===== config.mk =====
export PLATFORM = sky130hd
export DESIGN_NAME = vending_ctrl_flat
export DESIGN_NICKNAME = d
export VERILOG_FILES = /design/src/rtl/vending_if.sv /design/src/rtl/vending_ctrl.sv /design/src/flat_wrapper.sv
export SDC_FILE = /design/constraint.sdc
export NUM_CORES = 1
export LEC_CHECK = 0
export CORE_ASPECT_RATIO = 1.5
export CORE_UTILIZATION = 45
export CTS_BUF_LIST = sky130_fd_sc_hd__clkbuf_4
export CTS_CLUSTER_DIAMETER = 50
export DETAILED_ROUTE_END_ITERATION = 10
export GPL_ROUTABILITY_DRIVEN = 0
export PLACE_DENSITY = 0.68
export SLEW_MARGIN = 10
export SYNTH_ARGS = -nofsm -noshare
export SYNTH_HDL_FRONTEND = slang
export SYNTH_SLANG_ARGS = --single-unit
export TNS_END_PERCENT = 50

===== constraint.sdc =====
create_clock -name clk -period 3.5 [get_ports clk]
set_clock_uncertainty 0.1 [all_clocks]
set_input_delay 0.7 -clock clk [delete_from_list [all_inputs] [get_ports clk]]
set_output_delay 0.7 -clock clk [all_outputs]
set_load 0.02 [all_outputs]

===== src/rtl/vending_if.sv =====
// Coin/refund handshake between a coin mechanism (master) and the vending controller (slave).
interface vending_if #(
    parameter int unsigned CREDIT_W = 8
) ();
    logic                nickel;
    logic                dime;
    logic                quarter;
    logic                cancel;
    logic                dispense;
    logic                return5;
    logic                return10;
    logic                coin_reject;
    logic                busy;
    logic [CREDIT_W-1:0] credit;

    modport master (
        output nickel, dime, quarter, cancel,
        input  dispense, return5, return10, coin_reject, busy, credit
    );

    modport slave (
        input  nickel, dime, quarter, cancel,
        output dispense, return5, return10, coin_reject, busy, credit
    );
endinterface


===== src/rtl/vending_ctrl.sv =====
// Coin-operated vending controller: accumulates credit, vends at PRICE, then pays change
// or refunds serially with greedy 10-cent coins followed by at most one 5-cent coin.
module vending_ctrl #(
    parameter int unsigned PRICE    = 25,
    parameter int unsigned CREDIT_W = 8
) (
    input  logic     clk,
    input  logic     reset,
    vending_if.slave bus
);

    typedef enum logic [1:0] {
        StCollect,
        StVend,
        StChange
    } state_e;

    localparam logic [CREDIT_W:0]   PriceW = (CREDIT_W + 1)'(PRICE);
    localparam logic [CREDIT_W-1:0] Five   = CREDIT_W'(5);
    localparam logic [CREDIT_W-1:0] Ten    = CREDIT_W'(10);

    state_e              state_q, state_d;
    logic [CREDIT_W-1:0] credit_q, credit_d;
    logic                reject_q, reject_d;
    logic                dispense_q, return5_q, return10_q, busy_q;

    logic [CREDIT_W:0]   coin_v;
    logic [CREDIT_W:0]   sum;
    logic [CREDIT_W:0]   diff;
    logic [1:0]          n_coins;
    logic                any_coin;

    // Coin arbitration: nickel beats dime beats quarter; the losers are rejected.
    always_comb begin
        n_coins  = {1'b0, bus.nickel} + {1'b0, bus.dime} + {1'b0, bus.quarter};
        any_coin = bus.nickel | bus.dime | bus.quarter;
        coin_v   = '0;
        if (bus.nickel) begin
            coin_v = (CREDIT_W + 1)'(5);
        end else if (bus.dime) begin
            coin_v = (CREDIT_W + 1)'(10);
        end else if (bus.quarter) begin
            coin_v = (CREDIT_W + 1)'(25);
        end
        sum  = {1'b0, credit_q} + coin_v;
        diff = sum - PriceW;
    end

    // Next-state and credit update.
    always_comb begin
        state_d  = state_q;
        credit_d = credit_q;
        reject_d = 1'b0;
        unique case (state_q)
            StCollect: begin
                reject_d = (n_coins > 2'd1);
                if (bus.cancel) begin
                    credit_d = sum[CREDIT_W-1:0];
                    if (sum != '0) begin
                        state_d = StChange;
                    end
                end else if (sum >= PriceW) begin
                    credit_d = diff[CREDIT_W-1:0];
                    state_d  = StVend;
                end else begin
                    credit_d = sum[CREDIT_W-1:0];
                end
            end
            StVend: begin
                reject_d = any_coin;
                state_d  = (credit_q != '0) ? StChange : StCollect;
            end
            StChange: begin
                reject_d = any_coin;
                if (credit_q >= Ten) begin
                    credit_d = credit_q - Ten;
                end else if (credit_q >= Five) begin
                    credit_d = credit_q - Five;
                end else begin
                    credit_d = '0;
                end
                state_d = (credit_d == '0) ? StCollect : StChange;
            end
            default: begin
                state_d  = StCollect;
                credit_d = '0;
            end
        endcase
    end

    // State, credit and registered Moore outputs decoded from the next state.
    always_ff @(posedge clk) begin
        if (reset) begin
            state_q    <= StCollect;
            credit_q   <= '0;
            reject_q   <= 1'b0;
            dispense_q <= 1'b0;
            return5_q  <= 1'b0;
            return10_q <= 1'b0;
            busy_q     <= 1'b0;
        end else begin
            state_q    <= state_d;
            credit_q   <= credit_d;
            reject_q   <= reject_d;
            dispense_q <= (state_d == StVend);
            return10_q <= (state_d == StChange) && (credit_d >= Ten);
            return5_q  <= (state_d == StChange) && (credit_d < Ten);
            busy_q     <= (state_d != StCollect);
        end
    end

    assign bus.dispense    = dispense_q;
    assign bus.return5     = return5_q;
    assign bus.return10    = return10_q;
    assign bus.coin_reject = reject_q;
    assign bus.busy        = busy_q;
    assign bus.credit      = credit_q;

endmodule


===== src/flat_wrapper.sv =====
// flat-port wrapper written by rule: the top's interface ports become plain ports
module vending_ctrl_flat 
#(
    parameter int unsigned PRICE    = 25,
    parameter int unsigned CREDIT_W = 8
)
  (clk, reset, bus_nickel, bus_dime, bus_quarter, bus_cancel, bus_dispense, bus_return5, bus_return10, bus_coin_reject, bus_busy, bus_credit);
  vending_if #(.CREDIT_W(CREDIT_W)) bus_i ();
  input  logic clk;
  input  logic reset;
  input wire logic [$bits(bus_i.nickel)-1:0] bus_nickel;
  input wire logic [$bits(bus_i.dime)-1:0] bus_dime;
  input wire logic [$bits(bus_i.quarter)-1:0] bus_quarter;
  input wire logic [$bits(bus_i.cancel)-1:0] bus_cancel;
  output wire logic [$bits(bus_i.dispense)-1:0] bus_dispense;
  output wire logic [$bits(bus_i.return5)-1:0] bus_return5;
  output wire logic [$bits(bus_i.return10)-1:0] bus_return10;
  output wire logic [$bits(bus_i.coin_reject)-1:0] bus_coin_reject;
  output wire logic [$bits(bus_i.busy)-1:0] bus_busy;
  output wire logic [$bits(bus_i.credit)-1:0] bus_credit;
  assign bus_i.nickel = bus_nickel;
  assign bus_i.dime = bus_dime;
  assign bus_i.quarter = bus_quarter;
  assign bus_i.cancel = bus_cancel;
  assign bus_dispense = bus_i.dispense;
  assign bus_return5 = bus_i.return5;
  assign bus_return10 = bus_i.return10;
  assign bus_coin_reject = bus_i.coin_reject;
  assign bus_busy = bus_i.busy;
  assign bus_credit = bus_i.credit;
  vending_ctrl #(.PRICE(PRICE), .CREDIT_W(CREDIT_W)) u_core (.clk(clk), .reset(reset), .bus(bus_i));
endmodule

## Word level (Yosys, flattened, before mapping)

Cells that the tools add are included.

- Memories: 0
- Bits in writable memories: 0
- Bits in registers: 15
- Memory bits (read-only): 0
- Logic and storage cells: 49
- Bits of input ports: 6
- Bits in latches: 0

- Div/mod/pow operators: 0
- Reduce and logical (&&, ||, !) cells: 8
- Equality and inequality tests: 4
- $mul: 0
- Bitwise gates (word level): 2
- Order comparisons: 6
- Add/sub/neg operators: 6
- Muxes and demuxes: 16
- Shifts and indexed selects: 0

Operators with widths:

| kind | number |
|---|---|
| two-way mux 8 bit | 5 |
| one-hot mux 8 bit (3 select lines) | 1 |
| two-way mux 9 bit | 2 |
| greater-or-equal comparator 8 x 4 -> 1 bit (second input constant) | 2 |
| two-way mux 2 bit | 5 |
| adder 8 x 9 -> 9 bit | 1 |
| greater-or-equal comparator 9 x 5 -> 1 bit (second input constant) | 1 |
| nonzero test 9 bit | 1 |
| greater-or-equal comparator 8 x 3 -> 1 bit (second input constant) | 1 |
| zero test 8 bit | 1 |
| less-than comparator 8 x 4 -> 1 bit (second input constant) | 1 |
| nonzero test 8 bit | 1 |
| subtractor 8 x 3 -> 8 bit (second input constant) | 1 |
| subtractor 8 x 4 -> 8 bit (second input constant) | 1 |
| subtractor 8 x 5 -> 8 bit (second input constant) | 1 |
| one-hot mux 2 bit (3 select lines) | 1 |
| two-way mux 5 bit | 1 |
| equality test 2 x 1 -> 1 bit (second input constant) | 2 |
| equality test 2 bit (second input constant) | 2 |
| adder 1 x 1 -> 2 bit | 1 |
| adder 2 x 1 -> 2 bit | 1 |
| > comparator 2 x 1 -> 1 bit (second input constant) | 1 |
| logical AND 1 bit | 2 |
| zero test 2 bit | 1 |
| other kinds (4) | 5 |

## Logic depth before layout (Yosys ltp)

Gate-level depths: netlist of run 1.

- Depth in word-level cells: 10
- Mapped depth: 13
- Depth with buffers taken out: 13

## Worst setup path after synthesis of run 1

OpenSTA, ideal clock, no wires.

- Path type: input -> register
- Start point: input bus_dime
- End point: register u_core.return5_q (netlist: u_core.bus.return5)
- Data required time: 3.310 ns
- Setup time: 0.090 ns
- Arrival time: 3.291 ns
- Buffers on the path: 0
- Slack: 0.019 ns
- Stages: 12
- Cells stage by stage: nand2b_1 > nand2b_1 > ha_1 > fa_1 > xnor2_1 > a21boi_0 > mux2_2 > a221oi_1 > nor4_1 > a211oi_2 > and2_1 > nor4bb_2

- Word-level cells in the longest chain between the ends: 9
- Elaborated cells on any way between the ends: 16
- Those cells by class: add/sub: 2; order compare: 2; eq/ne: 1; mux: 9; reduce/logical: 2

RTL lines:

| item | line | text |
|---|---|---|
| start, declared | flat_wrapper.sv:12 | `input wire logic [$bits(bus_i.dime)-1:0] bus_dime;` |
| two-way mux 9 bit * | vending_ctrl.sv:40 | `end else if (bus.dime) begin` |
| two-way mux 9 bit * | vending_ctrl.sv:38 | `if (bus.nickel) begin` |
| adder 8 x 9 -> 9 bit * | vending_ctrl.sv:45 | `sum = {1'b0, credit_q} + coin_v;` |
| subtractor 8 x 5 -> 8 bit, or another cell as far along | vending_ctrl.sv:46 | `diff = sum - PriceW;` |
| two-way mux 8 bit, or another cell as far along | vending_ctrl.sv:62 | `end else if (sum >= PriceW) begin` |
| two-way mux 8 bit or two-way mux 2 bit (tied branches) | vending_ctrl.sv:57 | `if (bus.cancel) begin` |
| one-hot mux 8 bit (3 select lines) or one-hot mux 2 bit (3 select lines) (tied branches) | vending_ctrl.sv:54 | `unique case (state_q)` |
| less-than comparator 8 x 4 -> 1 bit or equality test 2 bit (tied branches) | vending_ctrl.sv:107 | `return5_q <= (state_d == StChange) && (credit_d < Ten);` |
| logical AND 1 bit * | vending_ctrl.sv:107 |  |
| end signal, assigned | vending_ctrl.sv:107 |  |
| end, declared | vending_ctrl.sv:25 | `logic dispense_q, return5_q, return10_q, busy_q;` |

Mark *: on every way between the ends. The rest lies on a longest branch, timed or not.
A chain may end at the register's enable or synchronous reset.

## Final worst setup path of run 1

- Start point: input bus_dime
- End point: register u_core.busy_q (netlist: u_core.bus.busy)

- Word-level cells in the longest chain between the ends: 8
- Elaborated cells on any way between the ends: 10
- Those cells by class: add/sub: 1; order compare: 1; mux: 6; reduce/logical: 2

RTL lines:

| item | line | text |
|---|---|---|
| two-way mux 9 bit * | vending_ctrl.sv:40 |  |
| two-way mux 9 bit * | vending_ctrl.sv:38 |  |
| adder 8 x 9 -> 9 bit * | vending_ctrl.sv:45 |  |
| greater-or-equal comparator 9 x 5 -> 1 bit or nonzero test 9 bit (tied branches) | vending_ctrl.sv:62, vending_ctrl.sv:59 |  |
| two-way mux 2 bit, on equally long branches | vending_ctrl.sv:62, vending_ctrl.sv:59 |  |
| two-way mux 2 bit * | vending_ctrl.sv:57 |  |
| one-hot mux 2 bit (3 select lines) * | vending_ctrl.sv:54 |  |
| nonzero test 2 bit * | vending_ctrl.sv:108 | `busy_q <= (state_d != StCollect);` |
| end signal, assigned | vending_ctrl.sv:108 |  |
| end, declared | vending_ctrl.sv:25 |  |

Marks and branches as above.

==> results of run 1 <==
==> worst min-delay path, delay by kind of cell (launching register included) <==
family / cells / cell delay [ps]
flip-flops: 1 / 390
AO/OA/AOI/OAI: 2 / 160
==> what timing repair did <==
item,4_1_cts,5_1_grt
hold buffers,0,0
setup endpoints to repair,12,8
pin swaps,28,21
setup buffers,8,2
gates resized for setup,35,20
==> layout make-up <==
type,instances,area [um2]
fillers,320,1255
clock buffers,3,22.52
inverters,12,45.04
repair buffers,78,623.1
multi-input cells,198,1719
clock inverters,1,5.005
flip-flops and latches,15,302.8
well taps,45,56.30
==> power breakdown <==
group	leakage [nW]	switching, mW	internal [mW]
sequential	0.124	0.0941	0.233
clock	0.0177	0.0570	0.0425
combinational	1.05	1.30	1.18
==> metal layers <==
metal  up-vias  routed length [um]  GRT usage [%]
met5         -                   0              0
met4         0                 444          19.75
met3        42                 412          4.984
met2       120                3418          52.05
met1      1076                2462          28.54
li1       1049                   -              -
==> state kept, by name (all words and copies together) (netlist names) <==
name,flops
u_core.bus.return10,1
u_core.state_q,2
u_core.bus.coin_reject,1
u_core.bus.dispense,1
u_core.bus.return5,1
u_core.bus.busy,1
u_core.bus.credit,8
==> kinds of logic (layout without fill, tap and decap cells) <==
| group | Yosys count | count (layout) |
|---|---|---|
| compound gates | 88 | 88 |
| xor+xnor | 8 | 8 |
| fa+ha+maj | 21 | 21 |
| buf+inv | 26 | 94 |
| flops | 15 | 15 |
| mux | 2 | 2 |
| simple gates | 79 | 79 |
==> Yosys cell counts, types with 3 or more instances <==
cell type / number
o21ai_0: 12
inv_1: 12
and2_1: 3
o31a_1: 3
nand3_1: 7
a31oi_1: 3
nand2_1: 14
clkbuf_1: 5
o211a_1: 3
a22o_1: 3
a21oi_1: 14
buf_6: 5
xor2_1: 4
nor2b_1: 4
o31ai_1: 5
ha_1: 20
o311ai_0: 4
dfxtp_1: 15
xnor2_1: 4
nor2_1: 22
nor4_1: 4
nor3_1: 5
buf_2: 3
nand2b_1: 4
a21o_1: 5
==> per-stage QoR <==
stage,instances,utilization (%)
finish,352,68.85
global route,352,68.85
global placement,338,60.68
floorplan,239,-
CTS,350,66.55
detailed placement,338,60.68
==> how the worst min path moves through the flow <==
stage / cells past startpoint / end / start / slack [ps]
3_5_place_dp: 2 / u_core.bus.credit[0]$_SDFF_PP0_ / u_core.bus.credit[0]$_SDFF_PP0_ / 520
6_report: 2 / u_core.bus.credit[0]$_SDFF_PP0_ / u_core.bus.credit[0]$_SDFF_PP0_ / 480
3_3_place_gp: 2 / u_core.bus.credit[0]$_SDFF_PP0_ / u_core.bus.credit[0]$_SDFF_PP0_ / 520
4_1_cts: 2 / u_core.bus.credit[0]$_SDFF_PP0_ / u_core.bus.credit[0]$_SDFF_PP0_ / 540
2_1_floorplan: 2 / u_core.bus.credit[0]$_SDFF_PP0_ / u_core.bus.credit[0]$_SDFF_PP0_ / 520
5_1_grt: 2 / u_core.bus.credit[0]$_SDFF_PP0_ / u_core.bus.credit[0]$_SDFF_PP0_ / 520
==> results.yml, run 1 <==
detailed_routing:
  drt-pass1-iter-count: 4
  via_per_inst: 6.497
  drc_errors: 0
  wl_per_cell_um: 19.14
  drt_iter0_markers: 152
  ant_nets: 0
  drt-total-wl_mm: 6.738
  dr_total_vias: 2287
worst_setup_path:
  cp_slowest_cell: "fa_2"
  path_buf_inv: 5
  regToRegStartpoint: "u_core.bus.credit[0]$_SDFF_PP0_"
  crit_fanout: 3
  r2r_slack_ps: 270
  crit_chain: "clkbuf_2 -> nand2b_4 -> nand2b_4 -> ha_2 -> fa_2 -> a21o_1 -> a21oi_2 -> buf_4 -> xnor2_2 -> buf_4 -> nor4_2 -> buf_4 -> o311ai_2 -> buf_4 -> nor2_1 -> o22ai_1"
  cp-endpoint: "u_core.bus.busy$_SDFF_PP0_"
  endpoint_kind: "flip-flop"
  worstPathRequired_ps: 3580
  cpLargestDelayFamily: "buffers and inverters"
  setup.worst_path.class: "input port to flip-flop"
  cpPeakStageDelay_ps: 390
  cp.depth: 16
  cp-start-kind: "input port"
  cp-startpoint: "bus_dime"
  cpMostUsedCell: "buf_4"
  reg2reg_to: "u_core.bus.return5$_SDFF_PP0_"
  cp.arrival_ps: 3470
  r2r_cells: 10
global_routing:
  grt_max_degree: 17
  grt_pass1_wl_mm: 10.21
  grt-ovfl-total: 0
  grt_usage_pct: 28.03
  antenna_found_initial: 0
  grt_pass1_vias: 2291
die:
  fp.dieH_um: 82.14
  start_util_pct: 47.83
  rows: 28
  pin_count: 19
  coreArea_um2: 4029
  dieArea_um2: 4553
  die-width_um: 55.43
clock_network:
  cts_sinks: 15
  cts_tree: "yes"
  cts_buffers: 3
  clock_path_buffers: 2
  clk_pin_slew_ps: 100
  root_buffer: "clkbuf_4"
  htreeDepth: 1
  insertion_delay_ps: 290
final_layout:
  final_common_cell: "buf_4"
  fin_area_um2: 2774
  final_layout_size_suffix_gt1_share_pct: 39.74
  diodes: 0
  nets: 335
  mostFrequentLayoutCells: "buf_4 (58), nor2_1 (21), ha_1 (16)"
  synthToLayoutAreaGrowth_pct: 43.96
logic_synthesis:
  synth_top_family_by_area: "compound AO/OA/AOI/OAI gates"
  synthXorXnorAreaFrac_pct: 3.636
  yosys.area_share.simple_pct: 21.95
  synth_compound_area_share_pct: 36.43
  synth_nets: 266
  syn_area_per_cell_um2: 8.062
  yosys_warnings: 0
  ys_top_cells_by_area: "dfxtp_1 (16%), ha_1 (13%), nor2_1 (4.3%)"
  synth_top_area_share_pct: 15.58
  synthAdderAreaFrac_pct: 14.03
  ys_seq_area_share_pct: 15.58
  synth_edf_count: 0
  yosysUniqueCellTypes: 70
  yosys-mux-area-fraction_pct: 1.169
  ys_ff_latch: 15
  syn_area_um2: 1927
  synth_ff_type: "dfxtp_1"
  async_flop_share_pct: 0
  netlist_instances: 239
  synth_top_area_cell: "dfxtp_1"
pwr:
  leakage_nw: 1.196
  p_total_mw: 2.909
  power.density_nw_per_um2: 1049
  ir_worst_vdd_uv: 701.8
sta:
  hold_violations: 0
  finalCritPeriodShare_pct: 96.84
  hold_slack_ps: 483.4
  tns_ps: 0
  maxSlewViolCount: 0
  worst_pin_slew_ps: 659.1
  fin_ws_ps: 110.5
  min_period_ps: 3390
  setup_viol: 0
  relSlewSlack_pct: 55.65
  fmax_mhz: 295.0
min_path:
  hold_class: "flip-flop to flip-flop"
placed_design:
  dp_hpwl_mm: 4.620
  placed_cell_area_um2: 2445
  dp_slack_ps: -661.8
  io_buffers: 18
job:
  cap_viol_max_count: 0
run_status:
  status: "finished, final reports clean"
No activity file was read; power rests on OpenSTA's default activity.
==> run 2: changes to the inputs <==
--- a/config.mk
+++ b/config.mk
@@ -6,12 +6,11 @@
 export NUM_CORES = 1
 export LEC_CHECK = 0
 export CORE_ASPECT_RATIO = 1.5
-export CORE_UTILIZATION = 45
+export CORE_UTILIZATION = 28
 export CTS_BUF_LIST = sky130_fd_sc_hd__clkbuf_4
 export CTS_CLUSTER_DIAMETER = 50
 export DETAILED_ROUTE_END_ITERATION = 10
 export GPL_ROUTABILITY_DRIVEN = 0
-export PLACE_DENSITY = 0.68
 export SLEW_MARGIN = 10
 export SYNTH_ARGS = -nofsm -noshare
 export SYNTH_HDL_FRONTEND = slang
==> run 2 against run 1 <==
  * Sequential power down 4%
  * Combinational power is 4% higher
  * Largest power group unchanged
  * Critical endpoint is now u_core.bus.return5$_SDFF_PP0_
  * Critical path type unchanged
  * Hold slack improved by 120 ps
  * Die area increased by 59%
  * Register-to-register slack lost 30 ps
  * Worst setup slack improved by 5.4 ps
  * Largest cell class unchanged
==> results.yml, run 2 (same netlist as run 1, synthesis figures left out) <==
final_layout:
  nets: 332
  mostFrequentLayoutCells: "buf_4 (57), nor2_1 (20), ha_1 (16)"
  synthToLayoutAreaGrowth_pct: 48.77
  fin_util_pct: 43.59
  final_layout_size_suffix_gt1_share_pct: 40.79
  diodes: 0
  largest_reg_flops: 8
  final_common_cell: "buf_4"
global_routing:
  grt_usage_pct: 17.36
  antenna_found_initial: 0
  grt-ovfl-total: 0
  grt_pass1_wl_mm: 10.32
  grt_max_degree: 17
  grt_pass1_vias: 2246
placed_design:
  io_buffers: 18
  dp_hpwl_mm: 4.743
die:
  pin_count: 19
  fp.dieH_um: 103.6
  start_util_pct: 29.30
  coreArea_um2: 6576
  dieArea_um2: 7224
  die-width_um: 69.73
  rows: 36
worst_setup_path:
  reg2reg_to: "u_core.bus.busy$_SDFF_PP0_"
  cp_slowest_cell: "or3_4"
  r2r_slack_ps: 240
  endpoint_kind: "flip-flop"
  cp-start-kind: "input port"
  setup.worst_path.class: "input port to flip-flop"
  crit_chain: "clkdlybuf4s15_1 -> buf_4 -> nor2b_4 -> ha_1 -> a21o_1 -> a22o_1 -> nor4_1 -> buf_4 -> a211oi_4 -> or3_4 -> a211oi_4 -> and2_4 -> nor4bb_2"
  worstPathRequired_ps: 3600
  cp.arrival_ps: 3480
  crit_fanout: 7
  regToRegStartpoint: "u_core.bus.credit[0]$_SDFF_PP0_"
  r2r_cells: 11
  cpPeakStageDelay_ps: 440
detailed_routing:
  met2WireLength_mm: 3.525
  drc_errors: 0
  drt-pass1-iter-count: 5
  dr_wl_met3_um: 261
  wl_per_cell_um: 17.09
  dr_total_vias: 2204
  drt-total-wl_mm: 6.494
  ant_nets: 0
  met1Wirelength_mm: 2.399
  top_layer: "met4"
  via_per_inst: 5.800
  drt_iter0_markers: 128
min_path:
  hold_path_end: "u_core.bus.credit[0]$_SDFF_PP0_"
  hold_class: "flip-flop to flip-flop"
  min_from: "u_core.bus.credit[0]$_SDFF_PP0_"
  hold_depth: 2
sta:
  worst_pin_slew_ps: 756.5
  hold_slack_ps: 600.6
  min_period_ps: 3384
  relSlewSlack_pct: 49.10
  setup_viol: 0
  hold_violations: 0
  finalCritPeriodShare_pct: 96.69
  fmax_mhz: 295.5
  maxSlewViolCount: 0
clock_network:
  cts_buffers: 3
  cts_sinks: 15
  clock_path_buffers: 2
  clk_pin_slew_ps: 100
  htreeDepth: 1
  cts_tree: "yes"
  root_buffer: "clkbuf_4"
  insertion_delay_ps: 290
pwr:
  ir_worst_vdd_uv: 667.8
  leakage_nw: 1.186
  power.density_nw_per_um2: 1048
run_status:
  status: "finished, final reports clean"
job:
  cap_viol_max_count: 0
==> run 2: metal layers <==
| metal | vias up | track usage, % |
|---|---|---|
| li1 | 1046 | - |
| met1 | 1059 | 17.45 |
| met2 | 73 | 34.12 |
| met3 | 26 | 2.140 |
| met5 | - | 0 |
| met4 | 0 | 8.286 |
==> run 2: report_power, final <==
part / leakage, nW / switching [mW] / internal, mW
clock: 0.0177 / 0.0608 / 0.0425
combinational: 1.04 / 1.35 / 1.24
sequential: 0.124 / 0.0809 / 0.232
total: 1.19 / 1.49 / 1.51
==> run 2: how the worst max path moves through the flow <==
| stage | endpoint | cells past startpoint | startpoint |
|---|---|---|---|
| after floorplan | u_core.bus.return5$_SDFF_PP0_ | 12 | bus_dime |
| after global placement | u_core.bus.return5$_SDFF_PP0_ | 15 | bus_dime |
| after detailed placement | u_core.bus.return5$_SDFF_PP0_ | 15 | bus_dime |
| after CTS | u_core.bus.return5$_SDFF_PP0_ | 14 | bus_quarter |
| after global routing | u_core.bus.return10$_SDFF_PP0_ | 14 | bus_nickel |
| final | u_core.bus.return5$_SDFF_PP0_ | 13 | bus_nickel |
==> run 2: critical path: cells and delay by family <==
kind                       cells  cell delay, ps
AOI/OAI and AO/OA              4             880
adders and majority gates      1             240
buffers and inverters          3             530
and+or+nand+nor                5            1130
==> run 2: stage by stage <==
stage               worst slack, ps  power [mW]  cell area (um2)  instances  TNS, ps
floorplan                     19.41       1.659             1927        239        0
finish                        115.9       3.004             2867        380        0
global placement             -760.9       2.377             2446        364    -6796
global route                 -1.347       3.211             2867        380   -1.347
detailed placement           -795.6       2.380             2446        364    -7008
CTS                           56.31       2.797             2723        377        0
==> run 2: cell type report <==
class | count | area [um2]
Tap cell | 76 | 95.09
Inverter | 12 | 45.04
Sequential cell | 15 | 301.5
Multi-Input combinational cell | 198 | 1799
Clock buffer | 3 | 22.52
Clock inverter | 1 | 5.005
Fill cell | 649 | 3710
Timing Repair Buffer | 75 | 598.1
==> run 2: timing repair <==
item	CTS	global route
gates cloned	0	0
buffers inserted	9	3
endpoints found under the setup margin	14	6
gates resized for setup	42	28
pin swaps	23	16
hold buffers	0	0
==> run 3: changes to the inputs <==
--- a/config.mk
+++ b/config.mk
@@ -5,12 +5,16 @@
 export SDC_FILE = /design/constraint.sdc
 export NUM_CORES = 1
 export LEC_CHECK = 0
+export CELL_PAD_IN_SITES_DETAIL_PLACEMENT = 0
+export CELL_PAD_IN_SITES_GLOBAL_PLACEMENT = 1
 export CORE_ASPECT_RATIO = 1.5
 export CORE_UTILIZATION = 28
 export CTS_BUF_LIST = sky130_fd_sc_hd__clkbuf_4
-export CTS_CLUSTER_DIAMETER = 50
+export CTS_CLUSTER_DIAMETER = 30
 export DETAILED_ROUTE_END_ITERATION = 10
 export GPL_ROUTABILITY_DRIVEN = 0
+export PLACE_DENSITY_LB_ADDON = 0.1
+export SKIP_LAST_GASP = 1
 export SLEW_MARGIN = 10
 export SYNTH_ARGS = -nofsm -noshare
 export SYNTH_HDL_FRONTEND = slang
==> run 3 against run 2 <==
  * Fmax is essentially flat
  * Register-to-register slack lost 20 ps
  * Global-route usage grew 2.0 points
  * Critical path depth grew 2
  * Sequential power shrank 8.9%
  * Largest power group unchanged
  * Highest routed layer unchanged
==> results.yml, run 3 (same netlist as run 1, synthesis figures left out) <==
run_status:
  status: "finished, final reports clean"
die:
  start_util_pct: 29.30
  die-width_um: 69.73
  dieArea_um2: 7224
  pin_count: 19
  fp.dieH_um: 103.6
  coreArea_um2: 6576
  rows: 36
pwr:
  pwr-share-seq_pct: 9.5
  power_switching_mw: 1.442
  power.density_nw_per_um2: 1049
  combPwrFrac_pct: 86.9
  leakage_nw: 1.241
  internal_power_mw: 1.563
  p_total_mw: 3.005
  switching_share_pct: 47.99
  pwr-share-clk_pct: 3.6
  ir_worst_vdd_uv: 364.7
sta:
  hold_violations: 0
  maxSlewViolCount: 0
  relSlewSlack_pct: 60.49
  finalCritPeriodShare_pct: 96.73
  worst_pin_slew_ps: 588.7
  fmax_mhz: 295.4
  setup_viol: 0
  min_period_ps: 3385
  rsz0062_at_grt: "true"
placed_design:
  place_inst: 383
  io_buffers: 18
  dp_hpwl_mm: 5.514
clock_network:
  clk_pin_slew_ps: 90
  cts_sinks: 15
  insertion_delay_ps: 280
  htreeDepth: 1
  holdBufCountCts: 0
  clock_path_buffers: 2
  root_buffer: "clkbuf_4"
  cts_buffers: 3
  cts_tree: "yes"
detailed_routing:
  drt-total-wl_mm: 6.740
  drt-pass1-iter-count: 4
  drc_errors: 0
  dr_total_vias: 2122
  wl_per_cell_um: 17.06
  via_per_inst: 5.372
  drt_iter0_markers: 85
  ant_nets: 0
worst_setup_path:
  crit_fanout: 4
  endpoint_kind: "flip-flop"
  cp-start-kind: "input port"
  cp.arrival_ps: 3460
  r2r_slack_ps: 220
  worstPathRequired_ps: 3580
  setup.worst_path.class: "input port to flip-flop"
global_routing:
  grt_pass1_vias: 2315
  antenna_found_initial: 0
  grt_usage_pct: 19.38
  grt-ovfl-total: 0
  grt_pass1_wl_mm: 11.24
  grt_max_degree: 17
final_layout:
  nets: 347
  diodes: 0
  fin_util_pct: 43.55
  mostFrequentLayoutCells: "buf_4 (72), nor2_1 (20), ha_1 (19)"
  synthToLayoutAreaGrowth_pct: 48.64
  largest_reg_flops: 8
  final_layout_size_suffix_gt1_share_pct: 40.13
  final_common_cell: "buf_4"
  final_cell_count_no_fill: 395
job:
  cap_viol_max_count: 0
min_path:
  hold_class: "flip-flop to flip-flop"
==> run 3: worst paths after layout <==
kind / from / end / depth (start not counted)
max: bus_dime / u_core.bus.return5$_SDFF_PP0_ / 15
min: u_core.bus.credit[0]$_SDFF_PP0_ / u_core.bus.credit[0]$_SDFF_PP0_ / 2
max reg2reg: u_core.bus.credit[1]$_SDFF_PP0_ / u_core.bus.busy$_SDFF_PP0_ / 12
min reg2reg: u_core.bus.credit[0]$_SDFF_PP0_ / u_core.bus.credit[0]$_SDFF_PP0_ / 2
==> run 3: worst max-delay path: stages <==
cell	delay [ps]
buf_2	120
nand2b_4	150
buf_4	130
nor2_2	70
ha_1	240
and3_4	160
a22o_4	250
or3_4	380
a2111oi_4	350
buf_4	150
o211a_1	160
a311oi_2	90
buf_4	190
and2_4	150
nor4bb_2	160
==> run 3: cell type report <==
class	instances	area, um2
Inverter	12	45.04
Timing Repair Buffer	90	705.7
Tap cell	76	95.09
Sequential cell	15	300.3
Multi-Input combinational cell	198	1688
Fill cell	709	3712
Clock buffer	4	30.03
==> run 3: power groups by stage <==
stage	combinational, mW	sequential [mW]	clock (mW)
3_5_place_dp	2.28	0.291	0
6_report	2.61	0.285	0.108
5_1_grt	2.85	0.293	0.119
4_1_cts	2.53	0.289	0.110
3_3_place_gp	2.30	0.292	0
2_1_floorplan	1.31	0.346	0
==> run 3: metrics by stage <==
stage          hold WS, ps  worst slack [ps]  instance area [um2]  TNS (ps)
6_report             514.2             114.5                 2864         0
5_1_grt              608.7            -41.55                 2864    -50.30
4_1_cts              544.2             29.15                 2783         0
3_5_place_dp         532.1            -923.9                 2589     -9394
3_3_place_gp         540.2            -842.6                 2589     -8681
2_1_floorplan        518.1             19.41                 1927         0
==> run 3: routing by layer <==
metal	track usage (%)	part of all wire, %	vias to the layer above
met5	0	0	-
met4	7.000	2.8	0
met3	2.335	1.7	13
met2	37.93	58	41
met1	20.60	38	997
li1	-	-	1071
==> run 3: timing repair <==
action	4_1_cts	5_1_grt
endpoints found under the hold margin	0	0
endpoints found under the setup margin	14	4
pin swaps	14	15
setup buffers	7	1
gates resized for setup	35	16
